<file path="config.mk">
export PLATFORM = sky130hd
export DESIGN_NAME = mtimer
export DESIGN_NICKNAME = d
export VERILOG_FILES = /design/src/rtl/mtimer.sv
export SDC_FILE = /design/constraint.sdc
export NUM_CORES = 1
export LEC_CHECK = 0
export CAP_MARGIN = 20
export CORE_MARGIN = 5
export CORE_UTILIZATION = 54
export CTS_CLUSTER_SIZE = 40
export DETAILED_ROUTE_END_ITERATION = 6
export PLACE_DENSITY = 0.77
export SYNTH_ARGS = -nofsm -noshare
export SYNTH_HDL_FRONTEND = slang
export SYNTH_SLANG_ARGS = --single-unit
</file>
<file path="constraint.sdc">
create_clock -name clk -period 2.2 [get_ports clk]
set_input_delay 0.66 -clock clk [delete_from_list [all_inputs] [get_ports clk]]
set_output_delay 0.66 -clock clk [all_outputs]
set_load 0.01 [all_outputs]
</file>
<file path="src/rtl/mtimer.sv">
// Memory-mapped 64-bit machine timer: prescaled mtime, mtimecmp compare interrupt,
// sticky pending flag and a high-word shadow so split 32-bit reads of mtime stay coherent.
module mtimer #(
    parameter int ADDR_WIDTH     = 8,
    parameter int PRESCALE_WIDTH = 16
) (
    input  logic                  clk,
    input  logic                  rstn,
    input  logic                  i_we,
    input  logic [ADDR_WIDTH-1:0] i_waddr,
    input  logic [31:0]           i_wdata,
    input  logic [3:0]            i_wstrb,
    input  logic                  i_re,
    input  logic [ADDR_WIDTH-1:0] i_raddr,
    output logic [31:0]           o_rdata,
    output logic                  o_timer_irq
);
    localparam int WW = ADDR_WIDTH - 2;
    localparam logic [WW-1:0] WORD_MTIME_LO    = WW'(3'd0);
    localparam logic [WW-1:0] WORD_MTIME_HI    = WW'(3'd1);
    localparam logic [WW-1:0] WORD_MTIMECMP_LO = WW'(3'd2);
    localparam logic [WW-1:0] WORD_MTIMECMP_HI = WW'(3'd3);
    localparam logic [WW-1:0] WORD_CTRL        = WW'(3'd4);
    localparam logic [WW-1:0] WORD_PRESCALE    = WW'(3'd5);
    localparam logic [WW-1:0] WORD_STATUS      = WW'(3'd6);
    localparam logic [PRESCALE_WIDTH-1:0] CNT_ZERO = PRESCALE_WIDTH'(1'b0);
    localparam logic [PRESCALE_WIDTH-1:0] CNT_ONE  = PRESCALE_WIDTH'(1'b1);

    function automatic logic [31:0] lane_merge(input logic [31:0] old_v,
                                               input logic [31:0] new_v,
                                               input logic [3:0]  strb);
        logic [31:0] res;
        for (int b = 0; b < 4; b++) begin
            res[8*b +: 8] = strb[b] ? new_v[8*b +: 8] : old_v[8*b +: 8];
        end
        return res;
    endfunction

    logic [63:0]               r_mtime;
    logic [63:0]               r_mtimecmp;
    logic                      r_en;
    logic                      r_irq_en;
    logic [PRESCALE_WIDTH-1:0] r_prescale;
    logic [PRESCALE_WIDTH-1:0] r_count;
    logic [31:0]               r_hi_shadow;
    logic                      r_pend;

    logic [WW-1:0] w_wword;
    logic [WW-1:0] w_rword;
    logic          w_match;
    logic          w_tick;
    logic          w_wr_mtime_lo;
    logic          w_wr_mtime_hi;
    logic          w_wr_cmp_lo;
    logic          w_wr_cmp_hi;
    logic          w_wr_ctrl;
    logic          w_wr_prescale;
    logic          w_pend_clr;
    logic          w_rd_mtime_lo;
    logic [31:0]   w_rd_value;
    logic          w_unused_lsbs;

    assign w_wword       = i_waddr[ADDR_WIDTH-1:2];
    assign w_rword       = i_raddr[ADDR_WIDTH-1:2];
    assign w_unused_lsbs = ^{i_waddr[1:0], i_raddr[1:0]};
    assign w_match       = (r_mtime >= r_mtimecmp);
    assign w_tick        = r_en & (r_count == r_prescale);
    assign w_wr_mtime_lo = i_we & (w_wword == WORD_MTIME_LO);
    assign w_wr_mtime_hi = i_we & (w_wword == WORD_MTIME_HI);
    assign w_wr_cmp_lo   = i_we & (w_wword == WORD_MTIMECMP_LO);
    assign w_wr_cmp_hi   = i_we & (w_wword == WORD_MTIMECMP_HI);
    assign w_wr_ctrl     = i_we & (w_wword == WORD_CTRL);
    assign w_wr_prescale = i_we & (w_wword == WORD_PRESCALE);
    assign w_pend_clr    = i_we & (w_wword == WORD_STATUS) & i_wstrb[0] & i_wdata[0];
    assign w_rd_mtime_lo = i_re & (w_rword == WORD_MTIME_LO);

    // Timebase: a software write to either mtime word discards that cycle's tick.
    always_ff @(posedge clk or negedge rstn) begin
        if (!rstn) begin
            r_mtime <= 64'd0;
            r_count <= CNT_ZERO;
        end else begin
            if (w_wr_mtime_lo) begin
                r_mtime <= {r_mtime[63:32], lane_merge(r_mtime[31:0], i_wdata, i_wstrb)};
            end else if (w_wr_mtime_hi) begin
                r_mtime <= {lane_merge(r_mtime[63:32], i_wdata, i_wstrb), r_mtime[31:0]};
            end else if (w_tick) begin
                r_mtime <= r_mtime + 64'd1;
            end else begin
                r_mtime <= r_mtime;
            end
            if (w_wr_prescale || w_tick) begin
                r_count <= CNT_ZERO;
            end else if (r_en) begin
                r_count <= r_count + CNT_ONE;
            end else begin
                r_count <= r_count;
            end
        end
    end

    always_ff @(posedge clk or negedge rstn) begin
        if (!rstn) begin
            r_mtimecmp  <= 64'hFFFF_FFFF_FFFF_FFFF;
            r_en        <= 1'b0;
            r_irq_en    <= 1'b0;
            r_prescale  <= CNT_ZERO;
            r_pend      <= 1'b0;
            o_timer_irq <= 1'b0;
        end else begin
            if (w_wr_cmp_lo) begin
                r_mtimecmp[31:0] <= lane_merge(r_mtimecmp[31:0], i_wdata, i_wstrb);
            end
            if (w_wr_cmp_hi) begin
                r_mtimecmp[63:32] <= lane_merge(r_mtimecmp[63:32], i_wdata, i_wstrb);
            end
            if (w_wr_ctrl && i_wstrb[0]) begin
                r_en     <= i_wdata[0];
                r_irq_en <= i_wdata[1];
            end
            if (w_wr_prescale) begin
                r_prescale <= PRESCALE_WIDTH'(lane_merge(32'(r_prescale), i_wdata, i_wstrb));
            end
            // Set beats clear so a W1C cannot hide a match that is still present.
            if (w_match) begin
                r_pend <= 1'b1;
            end else if (w_pend_clr) begin
                r_pend <= 1'b0;
            end else begin
                r_pend <= r_pend;
            end
            o_timer_irq <= r_irq_en & w_match;
        end
    end

    always_comb begin
        w_rd_value = 32'd0;
        case (w_rword)
            WORD_MTIME_LO:    w_rd_value = r_mtime[31:0];
            WORD_MTIME_HI:    w_rd_value = r_hi_shadow;
            WORD_MTIMECMP_LO: w_rd_value = r_mtimecmp[31:0];
            WORD_MTIMECMP_HI: w_rd_value = r_mtimecmp[63:32];
            WORD_CTRL:        w_rd_value = {30'd0, r_irq_en, r_en};
            WORD_PRESCALE:    w_rd_value = 32'(r_prescale);
            WORD_STATUS:      w_rd_value = {31'd0, r_pend};
            default:          w_rd_value = 32'd0;
        endcase
    end

    // Reading MTIME_LO freezes the matching high word for the following MTIME_HI read.
    always_ff @(posedge clk or negedge rstn) begin
        if (!rstn) begin
            o_rdata     <= 32'd0;
            r_hi_shadow <= 32'd0;
        end else begin
            o_rdata <= i_re ? w_rd_value : 32'd0;
            if (w_rd_mtime_lo) begin
                r_hi_shadow <= r_mtime[63:32];
            end
        end
    end
endmodule

</file>
Yosys cells after proc, flatten, opt, wreduce, memory -nomap -nowiden --
Cells that the tools add are included.
Word-level totals: output and inout port bits 33, bits in read-only memories 0, flip-flop bits (word level) 228, memories kept 0, input port bits 56, RAM bits 0, latch bits 0
Operators by class: equal/unequal tests 22, shift-type cells 0, add/sub/neg operators 2, mux-type cells 13, reductions and logical operators 26, bitwise logic cells 13, multipliers 0, magnitude comparators 1, div/mod/pow operators 0
Operators with widths (number):
- $pmux W32 S7 | 1
- $mux W64 | 2
- $add A64 B1 Y64 const B | 1
- $ge A64 B64 Y1 | 1
- $mux W32 | 2
- $eq A6 B3 Y1 const B | 6
- $mux W16 | 2
- $mux W8 | 4
- $eq A6 B2 Y1 const B | 4
- $reduce_and A3 Y1 | 8
- $reduce_and A2 Y1 | 10
- $ne A2 B2 Y1 const B | 9
- $add A16 B1 Y16 const B | 1
- $eq A16 B16 Y1 | 1
- $and A1 B1 Y1 | 12
- $eq A6 B1 Y1 const B | 2
- $logic_not A6 Y1 | 2
- $reduce_bool A2 Y1 | 4
- $mux W1 | 2
- $logic_and A1 B1 Y1 | 1
- $logic_or A1 B1 Y1 | 1
- $not A1 Y1 | 1

Depth between registers and ports, before layout --
depth in word-level cells 6, depth in mapped cells 9, depth with buffers taken out 8

Worst setup path before layout --
OpenSTA, ideal clock, no wires.
path type input port to flip-flop, start point in i_raddr[7], end point reg r_hi_shadow[10], data arrival time 2.386 ns, setup slack -0.310 ns, library setup time 0.125 ns, stages on the path 7, required time 2.075 ns, path through nor3_1 nand2b_1 clkbuf_1 nor3_2 nand2_1 clkbuf_1 mux2_2
On the way: word-level cells in the longest chain between the ends 2
RTL lines:
- start: declaration | RTL line 14 | input logic [ADDR_WIDTH-1:0] i_raddr,
- $logic_not A6 Y1 | RTL line 75 | assign w_rd_mtime_lo = i_re & (w_rword == WORD_MTIME_LO);
- $and A1 B1 Y1 | RTL line 75
- end signal: assignment | RTL line 158 | r_hi_shadow <= r_mtime[63:32];
- end: declaration | RTL line 45 | logic [31:0] r_hi_shadow;
Every way passes these cells. A chain may end at the register's enable or synchronous reset.

Worst setup path after layout --
start point reg r_prescale[11], end point reg r_mtime[55]
On the way: word-level cells in the longest chain between the ends 4
RTL lines:
- start: declaration | RTL line 43 | logic [PRESCALE_WIDTH-1:0] r_prescale;
- start signal: assignment | RTL line 122 | r_prescale <= PRESCALE_WIDTH'(lane_merge(32'(r_prescale), i_wdata, i_wstrb));
- $eq A16 B16 Y1 | RTL line 67 | assign w_tick = r_en & (r_count == r_prescale);
- $and A1 B1 Y1 | RTL line 67
- $reduce_bool A2 Y1 (no line)
- $reduce_and A3 Y1 (no line)
- end signal: assignment | RTL line 84 | r_mtime <= {r_mtime[63:32], lane_merge(r_mtime[31:0], i_wdata, i_wstrb)};
- end signal: assignment | RTL line 86 | r_mtime <= {lane_merge(r_mtime[63:32], i_wdata, i_wstrb), r_mtime[31:0]};
- end signal: assignment | RTL line 88 | r_mtime <= r_mtime + 64'd1;
- end: declaration | RTL line 39 | logic [63:0] r_mtime;
Every way passes these cells.

==> impl_metrics.json <==
{
  "numCtsBuffers": 26,
  "yosysSeqAreaShare": 0.438,
  "rsz0062_at_grt": "yes",
  "synth-seq-cells": 228,
  "synthTopCellsByCount": "164 x dfrtp_1, 120 x a21oi_1, 117 x nand2_1",
  "async_reset_ff_frac": 1.00,
  "grt_pass1_vias": 13700,
  "synthCells": 1360,
  "relSlewSlack": 0.459,
  "final_nets": 1912,
  "cts_max_level": 1,
  "postLayoutCellArea_um2": 19500,
  "fin_skew_ns": 0.0253,
  "hold_viol_final": 0,
  "synth_area_per_cell_um2": 9.72,
  "setup_violations": 69,
  "finalMaxSlewViolations": 0,
  "grt_usage": 0.354,
  "r2r_slack_ns": -0.42,
  "hold_class": "input port to async pin",
  "syn_to_final_growth_pct": 47.3,
  "wl_met2_um": 24000,
  "highest-signal-layer": "met5",
  "synth.area.top_cells": "dfrtp_1 31%, dfstp_2 13%, mux2_2 9.1%, ha_1 6.2%, a21oi_1 4.5%",
  "worst_slack_ns": -0.417,
  "pin_count": 89,
  "wl_met1_um": 20400,
  "required_ns": 2.68,
  "peakVddDrop_v": 0.000842,
  "post_dp_cell_area_um2": 17200,
  "die_w_um": 166,
  "dieHeight_um": 166,
  "synth_edf_count": 0,
  "layout-drive-gt1-share": 0.427,
  "cp_max_fo": 7,
  "power.density_nw_per_um2": 600,
  "outcome": "complete, but fails checks",
  "placementRows": 57,
  "cts_tree": "done",
  "violations": "DRC, setup timing",
  "viasPerCell": 6.51,
  "max_slew.worst_pin.slew_ns": 0.809,
  "route.met3.wl_um": 5410,
  "fin_crit_sh": 1.19,
  "power_leakage_nw": 8.21,
  "drtAntennaViolNets": 0,
  "grt_pass1_wl_um": 78400,
  "synth_most_common_cell": "dfrtp_1",
  "cap_violations": 0,
  "netlist_area_um2": 13200,
  "r2r_start": "r_prescale[11]",
  "dp_slack_ns": -0.896,
  "yosys.area.top_type": "dfrtp_1",
  "num_vias": 13900,
  "cts_sinks": 228,
  "cp-start-kind": "flop",
  "drt_wl_total_um": 52200,
  "grt_max_degree": 53,
  "r2r_cells": 9,
  "fillCellCount": 1489,
  "synth_nets": 1482,
  "start_util": 0.545,
  "synth_cell_types": 66,
  "path_clk_slew_ns": 0.06,
  "diodes": 0,
  "antenna_found_initial": 0,
  "rr_endpoint": "r_mtime[55]",
  "finalCriticalPeriod_ns": 2.62,
  "insertion_delay_ns": 0.56,
  "drc": 2,
  "dieArea_um2": 27700,
  "cp-end-kind": "flop",
  "yosysWarnings": 0,
  "synth_top_area_frac": 0.310,
  "core_um2": 24200,
  "fmax_ghz": 0.382,
  "critPathKind": "flop to flop",
  "arrival_ns": 3.10,
  "place.gp.congestion": 1.02,
  "dp_hpwl_um": 36700,
  "gr-total-overflow": 0,
  "drt-pass1-iter-count": 7,
  "cts_buffer_depth": 3,
  "wire_per_inst_um": 24.4,
  "clockRootBuffer": "clkbuf_16",
  "drt_iter0_markers": 1486,
  "io_buffers": 84,
  "ys.flop_type": "dfrtp_1",
  "holdBufCountCts": 0
}
## worst max-delay path: stages, from the launching register on
cell	delay (ns)
dfrtp_1	0.43
xnor2_2	0.23
nand4_1	0.18
or4_4	0.57
buf_6	0.14
or3_4	0.34
buf_8	0.16
buf_4	0.14
a22oi_2	0.19
o22a_1	0.17
## report_power, final
group | leakage [nW] | internal, W | switching [W]
combinational | 5.05 | 0.00113 | 0.00111
clock | 0.450 | 0.00271 | 0.00189
sequential | 2.71 | 0.00459 | 0.000268
## what timing repair did
| item | 4_1_cts | 5_1_grt |
|---|---|---|
| gates resized for setup | 131 | 91 |
| pin swaps | 60 | 51 |
| endpoints found under the setup margin | 69 | 130 |
| buffers inserted | 28 | 14 |
| cloned | 1 | 2 |
## metrics by stage
stage / power [W] / setup TNS (ns) / hold slack (ns) / utilization / std cells
floorplan: 0.00570 / -0.519 / 0.364 / - / 1360
global placement: 0.00669 / -100.61 / 0.467 / 0.709 / 2051
detailed placement: 0.00679 / -104.28 / 0.485 / 0.709 / 2051
CTS: 0.0115 / -12.87 / 0.0355 / 0.782 / 2125
global route: 0.0121 / -21.73 / 0.0541 / 0.803 / 2134
finish: 0.0117 / -18.91 / 0.0317 / 0.803 / 2134
## cell families (layout without fill, tap and decap cells)
| family | count (synthesis) | count (layout) | share of synthesized area |
|---|---|---|---|
| buffers and inverters | 141 | 590 | 0.0418 |
| xor gates and xnor gates | 31 | 31 | 0.0205 |
| and+or+nand+nor | 381 | 382 | 0.144 |
| DFF | 228 | 228 | 0.438 |
| adders and majority gates | 66 | 66 | 0.0625 |
| AOI/OAI and AO/OA | 395 | 395 | 0.193 |
| muxes | 118 | 118 | 0.100 |
## state kept, by name, indices dropped and copies added, names as in the netlist
signal and count:
r_mtimecmp 64, r_irq_en 1, r_count 16, o_rdata 32, r_en 1, o_timer_irq 1
r_mtime 64, r_hi_shadow 32, r_prescale 16, r_pend 1
## worst max path at each step
stage                        endpoint  depth (start not counted)  slack (ns)           start
after floorplan            r_mtime[2]                          6       -0.06      i_waddr[4]
after global placement    r_mtime[17]                          7       -0.87      i_waddr[4]
after detailed placement  r_mtime[17]                          7       -0.90      i_waddr[5]
after CTS                  r_mtime[2]                          9       -0.33   r_prescale[2]
after global routing      r_mtime[55]                          9       -0.44  r_prescale[11]
final                     r_mtime[55]                          9       -0.42  r_prescale[11]
## layout make-up
| cell class | instances | area [um2] | area share |
|---|---|---|---|
| Multi-Input combinational cell | 992 | 7940 | 0.407 |
| Sequential cell | 228 | 5790 | 0.297 |
| Timing Repair Buffer | 465 | 4150 | 0.213 |
| Clock buffer | 33 | 727 | 0.0373 |
| Tap cell | 324 | 405 | 0.0208 |
| Inverter | 77 | 289 | 0.0148 |
| Clock inverter | 15 | 178 | 0.00912 |
## metal layers
| metal | up-vias | GRT usage |
|---|---|---|
| met3 | 198 | 0.0690 |
| met2 | 953 | 0.564 |
| met5 | - | 0.0157 |
| met4 | 2 | 0.115 |
| li1 | 5943 | - |
| met1 | 6805 | 0.491 |
## layout by cell type, fill, tap and decap left out, types with 11 or more instances in the layout
| cell | count |
|---|---|
| buf_12 | 26 |
| and4_1 | 11 |
| clkdlybuf4s50_1 | 77 |
| buf_4 | 333 |
| ha_4 | 24 |
| o21ai_0 | 60 |
| clkbuf_16 | 27 |
| ha_1 | 42 |
| nand4_1 | 32 |
| a21oi_2 | 37 |
| xnor2_1 | 19 |
| inv_1 | 68 |
| o22ai_1 | 18 |
| mux2_2 | 107 |
| dfstp_2 | 64 |
| nor2_1 | 69 |
| nand2_1 | 111 |
| dfrtp_1 | 160 |
| a31oi_1 | 18 |
| nor3_1 | 15 |
| o22a_1 | 11 |
| a22oi_1 | 51 |
| buf_6 | 19 |
| and3_1 | 22 |
| a21oi_1 | 76 |
| nand3_1 | 47 |
No activity file was read; power rests on OpenSTA's default activity.
